==> config.mk <==
export PLATFORM = sky130hd
export DESIGN_NAME = instr_fetch_unit
export DESIGN_NICKNAME = d
export VERILOG_FILES = /design/src/rtl/instr_fetch_unit.sv
export SDC_FILE = /design/constraint.sdc
export NUM_CORES = 1
export LEC_CHECK = 0
export CAP_MARGIN = 20
export CORE_MARGIN = 2
export CORE_UTILIZATION = 39
export CTS_CLUSTER_DIAMETER = 120
export CTS_CLUSTER_SIZE = 14
export DETAILED_ROUTE_END_ITERATION = 12
export HOLD_SLACK_MARGIN = 0.15
export SLEW_MARGIN = 30
export SYNTH_ARGS = -nofsm -noshare
export SYNTH_HDL_FRONTEND = slang
export SYNTH_SLANG_ARGS = --single-unit
==> constraint.sdc <==
create_clock -name clk -period 20.7 [get_ports clk]
set_clock_uncertainty 0.2 [all_clocks]
set_input_delay 4.14 -clock clk [delete_from_list [all_inputs] [get_ports clk]]
set_output_delay 4.14 -clock clk [all_outputs]
set_load 0.1 [all_outputs]
==> src/rtl/instr_fetch_unit.sv <==
// Instruction fetch stage: single-outstanding request to instruction memory,
// 2-entry prefetch FIFO feeding IF/ID, branch redirect with squash of an in-flight read.
module instr_fetch_unit #(
  parameter logic [31:0] RESET_PC = 32'h0000_0000
) (
  input  logic        clk,
  input  logic        R,
  input  logic        LE,
  input  logic        branch_taken,
  input  logic [31:0] branch_target,
  output logic        imem_req,
  output logic [31:0] imem_addr,
  input  logic        imem_ack,
  input  logic [31:0] imem_data,
  output logic [31:0] rom_instruction,
  output logic [31:0] pc_plus_4,
  output logic        fetch_valid
);

  typedef enum logic {S_FETCH, S_SQUASH} state_e;

  state_e      state_q, state_d;
  logic [31:0] fetch_pc_q, fetch_pc_d;
  logic [31:0] hold_addr_q, hold_addr_d;
  logic [1:0]  count_q, count_d;
  logic        run_q;
  logic [63:0] ent0_q, ent0_d, ent1_q, ent1_d;
  logic [31:0] pc_inc;
  logic [63:0] new_ent;
  logic        xfer, push, pop;

  always_comb begin
    pc_inc          = fetch_pc_q + 32'd4;
    new_ent         = {imem_data, pc_inc};
    fetch_valid     = (count_q != 2'd0);
    rom_instruction = fetch_valid ? ent0_q[63:32] : 32'h0;
    pc_plus_4       = fetch_valid ? ent0_q[31:0]  : 32'h0;
    // run_q keeps the request low for one cycle after any reset edge.
    imem_req        = run_q && !R && ((state_q == S_SQUASH) || (count_q != 2'd2));
    imem_addr       = (state_q == S_SQUASH) ? hold_addr_q : fetch_pc_q;
    xfer            = imem_req && imem_ack;
    push            = xfer && (state_q == S_FETCH) && !branch_taken;
    pop             = LE && fetch_valid && !branch_taken;
  end

  always_comb begin
    state_d     = state_q;
    fetch_pc_d  = fetch_pc_q;
    hold_addr_d = hold_addr_q;
    count_d     = count_q;
    ent0_d      = ent0_q;
    ent1_d      = ent1_q;
    if (branch_taken) begin
      count_d    = 2'd0;
      fetch_pc_d = {branch_target[31:2], 2'b00};
      // An unanswered read must still complete at its old address; its data is dropped.
      if ((state_q == S_FETCH) && imem_req && !imem_ack) begin
        state_d     = S_SQUASH;
        hold_addr_d = fetch_pc_q;
      end else if ((state_q == S_SQUASH) && xfer) begin
        state_d = S_FETCH;
      end
    end else begin
      if (state_q == S_SQUASH) begin
        if (xfer) state_d = S_FETCH;
      end else if (push) begin
        fetch_pc_d = pc_inc;
      end
      case ({push, pop})
        2'b10: begin
          if (count_q == 2'd0) ent0_d = new_ent;
          else                 ent1_d = new_ent;
          count_d = count_q + 2'd1;
        end
        2'b01: begin
          ent0_d  = ent1_q;
          count_d = count_q - 2'd1;
        end
        2'b11: begin
          if (count_q == 2'd1) begin
            ent0_d = new_ent;
          end else begin
            ent0_d = ent1_q;
            ent1_d = new_ent;
          end
        end
        default: ;
      endcase
    end
  end

  always_ff @(posedge clk) begin
    if (R) begin
      state_q    <= S_FETCH;
      fetch_pc_q <= {RESET_PC[31:2], 2'b00};
      count_q    <= 2'd0;
      run_q      <= 1'b0;
    end else begin
      state_q    <= state_d;
      fetch_pc_q <= fetch_pc_d;
      count_q    <= count_d;
      run_q      <= 1'b1;
    end
  end

  // FIFO payload and held address carry no reset; count and state qualify them.
  always_ff @(posedge clk) begin
    ent0_q      <= ent0_d;
    ent1_q      <= ent1_d;
    hold_addr_q <= hold_addr_d;
  end

endmodule

---- Word-level counts from Yosys, hierarchy flattened ----
Index checks and enable logic that the tools add are counted.
W data, S select, Z words.
cells by class
  add/subtract/negate cells ............... 3
  equal/unequal tests ..................... 10
  reductions and logical operators ........ 26
  multiplexer cells ....................... 19
  bitwise logic cells ..................... 2
operators by type and width
  operator                 count
  $mux W64                 4
  $mux W32                 6
  $pmux W64 S3             1
  $pmux W64 S2             1
  $add A32 B3 Y32 const B  1
  $logic_and A1 B1 Y1      10
  $ne A2 B2 Y1 const B     5
  $reduce_bool A2 Y1       4
  $mux W1                  6
  $reduce_and A2 Y1        3
  $eq A2 B1 Y1 const B     2
  $eq A2 B2 Y1 const B     2
  $pmux W2 S2              1
  $reduce_and A4 Y1        1
  $logic_not A1 Y1         3
  $ne A3 B1 Y1 const B     1
  $reduce_and A3 Y1        1
  $reduce_bool A3 Y1       1
  $add A2 B1 Y2 const B    1
  $logic_not A2 Y1         1
  $not A1 Y1               2
  $reduce_or A2 Y1         1
  $sub A2 B1 Y2 const B    1
  $logic_or A1 B1 Y1       1
storage, ports and cells
  logic and storage cells ................. 68
  bits in registers ....................... 196
  bits of input ports ..................... 69

---- Depth between registers and ports, before layout ----
  depth in word-level cells ............... 9
  depth in mapped cells ................... 11
  mapped depth without buffers ............ 10

---- Worst setup path after synthesis ----
OpenSTA, ideal clock, no wires.
  path type ............................... input to register
  start ................................... input port R
  end ..................................... register ent1_q[10] (enable)
  required time ........................... 19.925 ns
  setup time .............................. 0.575 ns
  stages .................................. 6
  data arrival time ....................... 9.789 ns
  setup slack ............................. 10.136 ns
  path through ............................ nand4bb_4 > or2_1 > nor2_1 > ha_1 > o21ai_0 > a211oi_1
on the way
  longest elaborated chain between the ends .. 9
  elaborated cells between the ends (all ways) .. 12
  classes of those cells .................. eq/ne: 4; reduce/logical: 8
ends and longest elaborated chain
  element                                                       line  RTL
  start, declared                                               7     input logic R,
  $logic_not A1 Y1 (*)                                          39    imem_req = run_q && !R && ((state_q == S_SQUASH) || (count_q != 2'd2));
  $logic_and A1 B1 Y1 (*) (2 in a row)                          39
  $logic_and A1 B1 Y1 (*)                                       41    xfer = imem_req && imem_ack;
  $logic_and A1 B1 Y1 (*) (2 in a row)                          42    push = xfer && (state_q == S_FETCH) && !branch_taken;
  $eq A2 B2 Y1                                                  69    case ({push, pop})
  $ne A2 B2 Y1 (no line) or $reduce_bool A2 Y1 (tied branches)  -
  $reduce_and A4 Y1 (no line) (*)                               -
  end signal, assigned                                          109   ent1_q <= ent1_d;
  end, declared                                                 27    logic [63:0] ent0_q, ent0_d, ent1_q, ent1_d;
Mark *: on every way between the ends. The rest lies on a longest branch, timed or not.
A chain may end at the register's enable or synchronous reset.

---- Final worst setup path ----
  start ................................... input port R
  end ..................................... output port imem_req
on the way
  longest elaborated chain between the ends .. 3
ends and longest elaborated chain
  element                           line  RTL
  $logic_not A1 Y1                  39
  $logic_and A1 B1 Y1 (2 in a row)  39
  end, declared                     11    output logic imem_req,
Every way passes these cells.

==> reports/summary.txt <==
CP Capture Type: primary output
first drt pass iteration count: 4
total inserted antenna cells: 0
count of maximum capacitance violations: 0
die boundary height: 152 µm
dpl cell area: 0.0104 mm²
Final Setup Violations: 0
buffers from clock root to sink, at most: 2
area of the core: 0.0217 mm²
path type of the worst setup path: in -> out
synth warn: 0
register-to-register setup slack: 16.85 ns
maximum number of pins on one net before global-route repair: 65
Final Max Tran Viols: 0
area growth from synthesis to final layout: 27.9%
cell taking the most area after synthesis: sky130_fd_sc_hd__edfxtp_1
CTS clock-pin slew for the worst setup and hold paths: 0.07 ns
sequential cell area in the final layout: 0.00531 mm²
status: finished clean
DRT iter0 DRCs: 259
endpoints failing hold: 0
antenna violations before repair: 0
Post-route DRC: 0
CTS tree: yes
startpoint types: input port
Global Route Usage Sum: 16.4%
total standard cell area after synthesis: 0.00854 mm²
most used flip-flop cell after synthesis: sky130_fd_sc_hd__edfxtp_1
number of standard cells in the layout, taps in and fillers out: 1085
Via-to-Cell Ratio: 5.09
gp weighted congestion: 0.806
Post-Synthesis Cells: 654
Yosys reg bits: 188
post-synthesis cell type count: 48
leakage power summed over all cells: 3.65 nW
number of buffers added for setup after CTS: 0
starting density of the core: 39.4%
number of placed instances with taps included: 1053
Port Buf Inserts: 160
fraction of layout instances using a drive strength above 1: 11.1%
most area-consuming cells after synthesis: sky130_fd_sc_hd__edfxtp_1 (54%), sky130_fd_sc_hd__dfxtp_1 (8.0%), sky130_fd_sc_hd__a22o_1 (6.3%)
routed wire length: 18800 µm
final period utilization: 51.5%
largest fanout on the critical path: 29
via count of the first global-routing pass: 5511
area of the die: 0.0231 mm²
Worst Path Arrival: 6.32 ns
EDFF count, synth: 154
Achievable Freq: 0.0938 GHz
HPWL Detailed: 12800 µm
htree depth: 4
max_slew headroom: 31.3%
fraction of synthesized cell area taken by the top area cell type: 54.2%
total area of multi-input combinational cells: 0.00302 mm²
Final Cell Area: 0.0109 mm²
sequential element share of the synthesized area: 62.1%
clock sink total: 188
number of buffers created by CTS: 17
number of gates resized after cts: 0
most frequent cells in the layout: sky130_fd_sc_hd__clkdlybuf4s50_1 (159), sky130_fd_sc_hd__edfxtp_1 (154), sky130_fd_sc_hd__nor2b_1 (62), sky130_fd_sc_hd__a22o_1 (61), sky130_fd_sc_hd__nand2_1 (35)
time the worst path needs with I/O delays and setup: 10.66 ns
count of filler cells inserted in the layout: 1877
Vias: 5521
num rows: 54
CTS hold repair buffers: 0
post-route antenna net violation count: 0
kind of path behind the tightest hold check: reg -> reg
measured slew at the worst slew-check pin: 1.03 ns
clock latency at the later pin of the worst-skew pair: 0.43 ns
power density cells: 79.0 mW/mm²
GRT overflow: 0
Avg WL per Cell: 17.3 µm
peak supply drop: 0.0549 mV
clock tree root driver cell: sky130_fd_sc_hd__clkbuf_16
Mean Syn Cell Area: 13.1 µm²
setup repair after global routing missed its margin: false
setup_tns: 0 ns
width of the die: 152 µm
total I/O pin count: 167
Final nets: 869
global-route wire length before repair: 30100 µm
Post-synth ARST share: 0%
Critical Path RT: 16.36 ns
commonest non-fill, non-tap cell in the layout: sky130_fd_sc_hd__clkdlybuf4s50_1
[final timing paths]
kind / from / cells after the start / end
setup / recovery: R / 4 / imem_req
hold reg to reg: ent1_q[2] / 2 / ent0_q[2]
hold / removal: ent1_q[2] / 2 / ent0_q[2]
setup reg to reg: state_q / 10 / ent0_q[14]
[cell type report]
class | instances | area share, %
Timing Repair Buffer | 167 | 15.1
Tap cell | 280 | 3.21
Multi-Input combinational cell | 407 | 27.7
Clock inverter | 15 | 1.18
Clock buffer | 17 | 3.89
Inverter | 11 | 0.389
Sequential cell | 188 | 48.6
[cells by family after synthesis]
kind of cell	Yosys count	synth area share, %
compound gates	108	10.1
xor+xnor	55	5.64
fa+ha+maj	8	1.17
buf+inv	62	3.17
flops	188	62.1
mux	28	3.69
other cells	1	0.0439
simple gates	204	14.1
[Yosys cell counts, types with 17 or more instances]
cell type and count:
sky130_fd_sc_hd__edfxtp_1 154, sky130_fd_sc_hd__nor2b_1 62, sky130_fd_sc_hd__a22o_1 61, sky130_fd_sc_hd__nand2_1 36
sky130_fd_sc_hd__dfxtp_1 34, sky130_fd_sc_hd__nor2_1 34, sky130_fd_sc_hd__clkbuf_1 32, sky130_fd_sc_hd__xor2_1 31
sky130_fd_sc_hd__mux2_2 28, sky130_fd_sc_hd__xnor2_1 24, sky130_fd_sc_hd__nand3_1 19, sky130_fd_sc_hd__a211oi_1 17
[metal layers]
layer  vias up  wire [µm]  track usage, %
li1       2684          -               -
met1      2643       9180            23.2
met2       176       8350            24.8
met3        18        939            4.45
met4         0        281            4.94
met5         -          0               0
[state kept, by name, indices dropped and copies added, names as in the netlist]
| signal | count |
|---|---|
| state_q | 1 |
| ent1_q | 62 |
| hold_addr_q | 30 |
| fetch_pc_q | 30 |
| ent0_q | 62 |
| count_q | 2 |
| run_q | 1 |
[per-stage QoR]
stage	power, mW	util (%)	setup slack, ns	hold WS (ns)
6_report	0.863	50.4	10.04	0.329
5_1_grt	0.894	50.4	9.91	0.348
4_1_cts	0.872	50.4	10.03	0.333
3_5_place_dp	0.565	47.8	10.05	0.316
3_3_place_gp	0.563	47.8	9.10	0.315
2_1_floorplan	0.527	-	10.14	0.203
[worst max-delay path, cell delays in order]
cell                              delay (ns)
sky130_fd_sc_hd__buf_2                  0.50
sky130_fd_sc_hd__clkinv_1               0.42
sky130_fd_sc_hd__and3_1                 0.27
sky130_fd_sc_hd__clkdlybuf4s50_1        0.97
[power by group]
group,switching [mW],internal (mW)
clock,0.149,0.158
sequential,0.0109,0.419
combinational,0.0858,0.0410
total,0.246,0.617
Note: power is estimated with default switching activity, not from simulation.
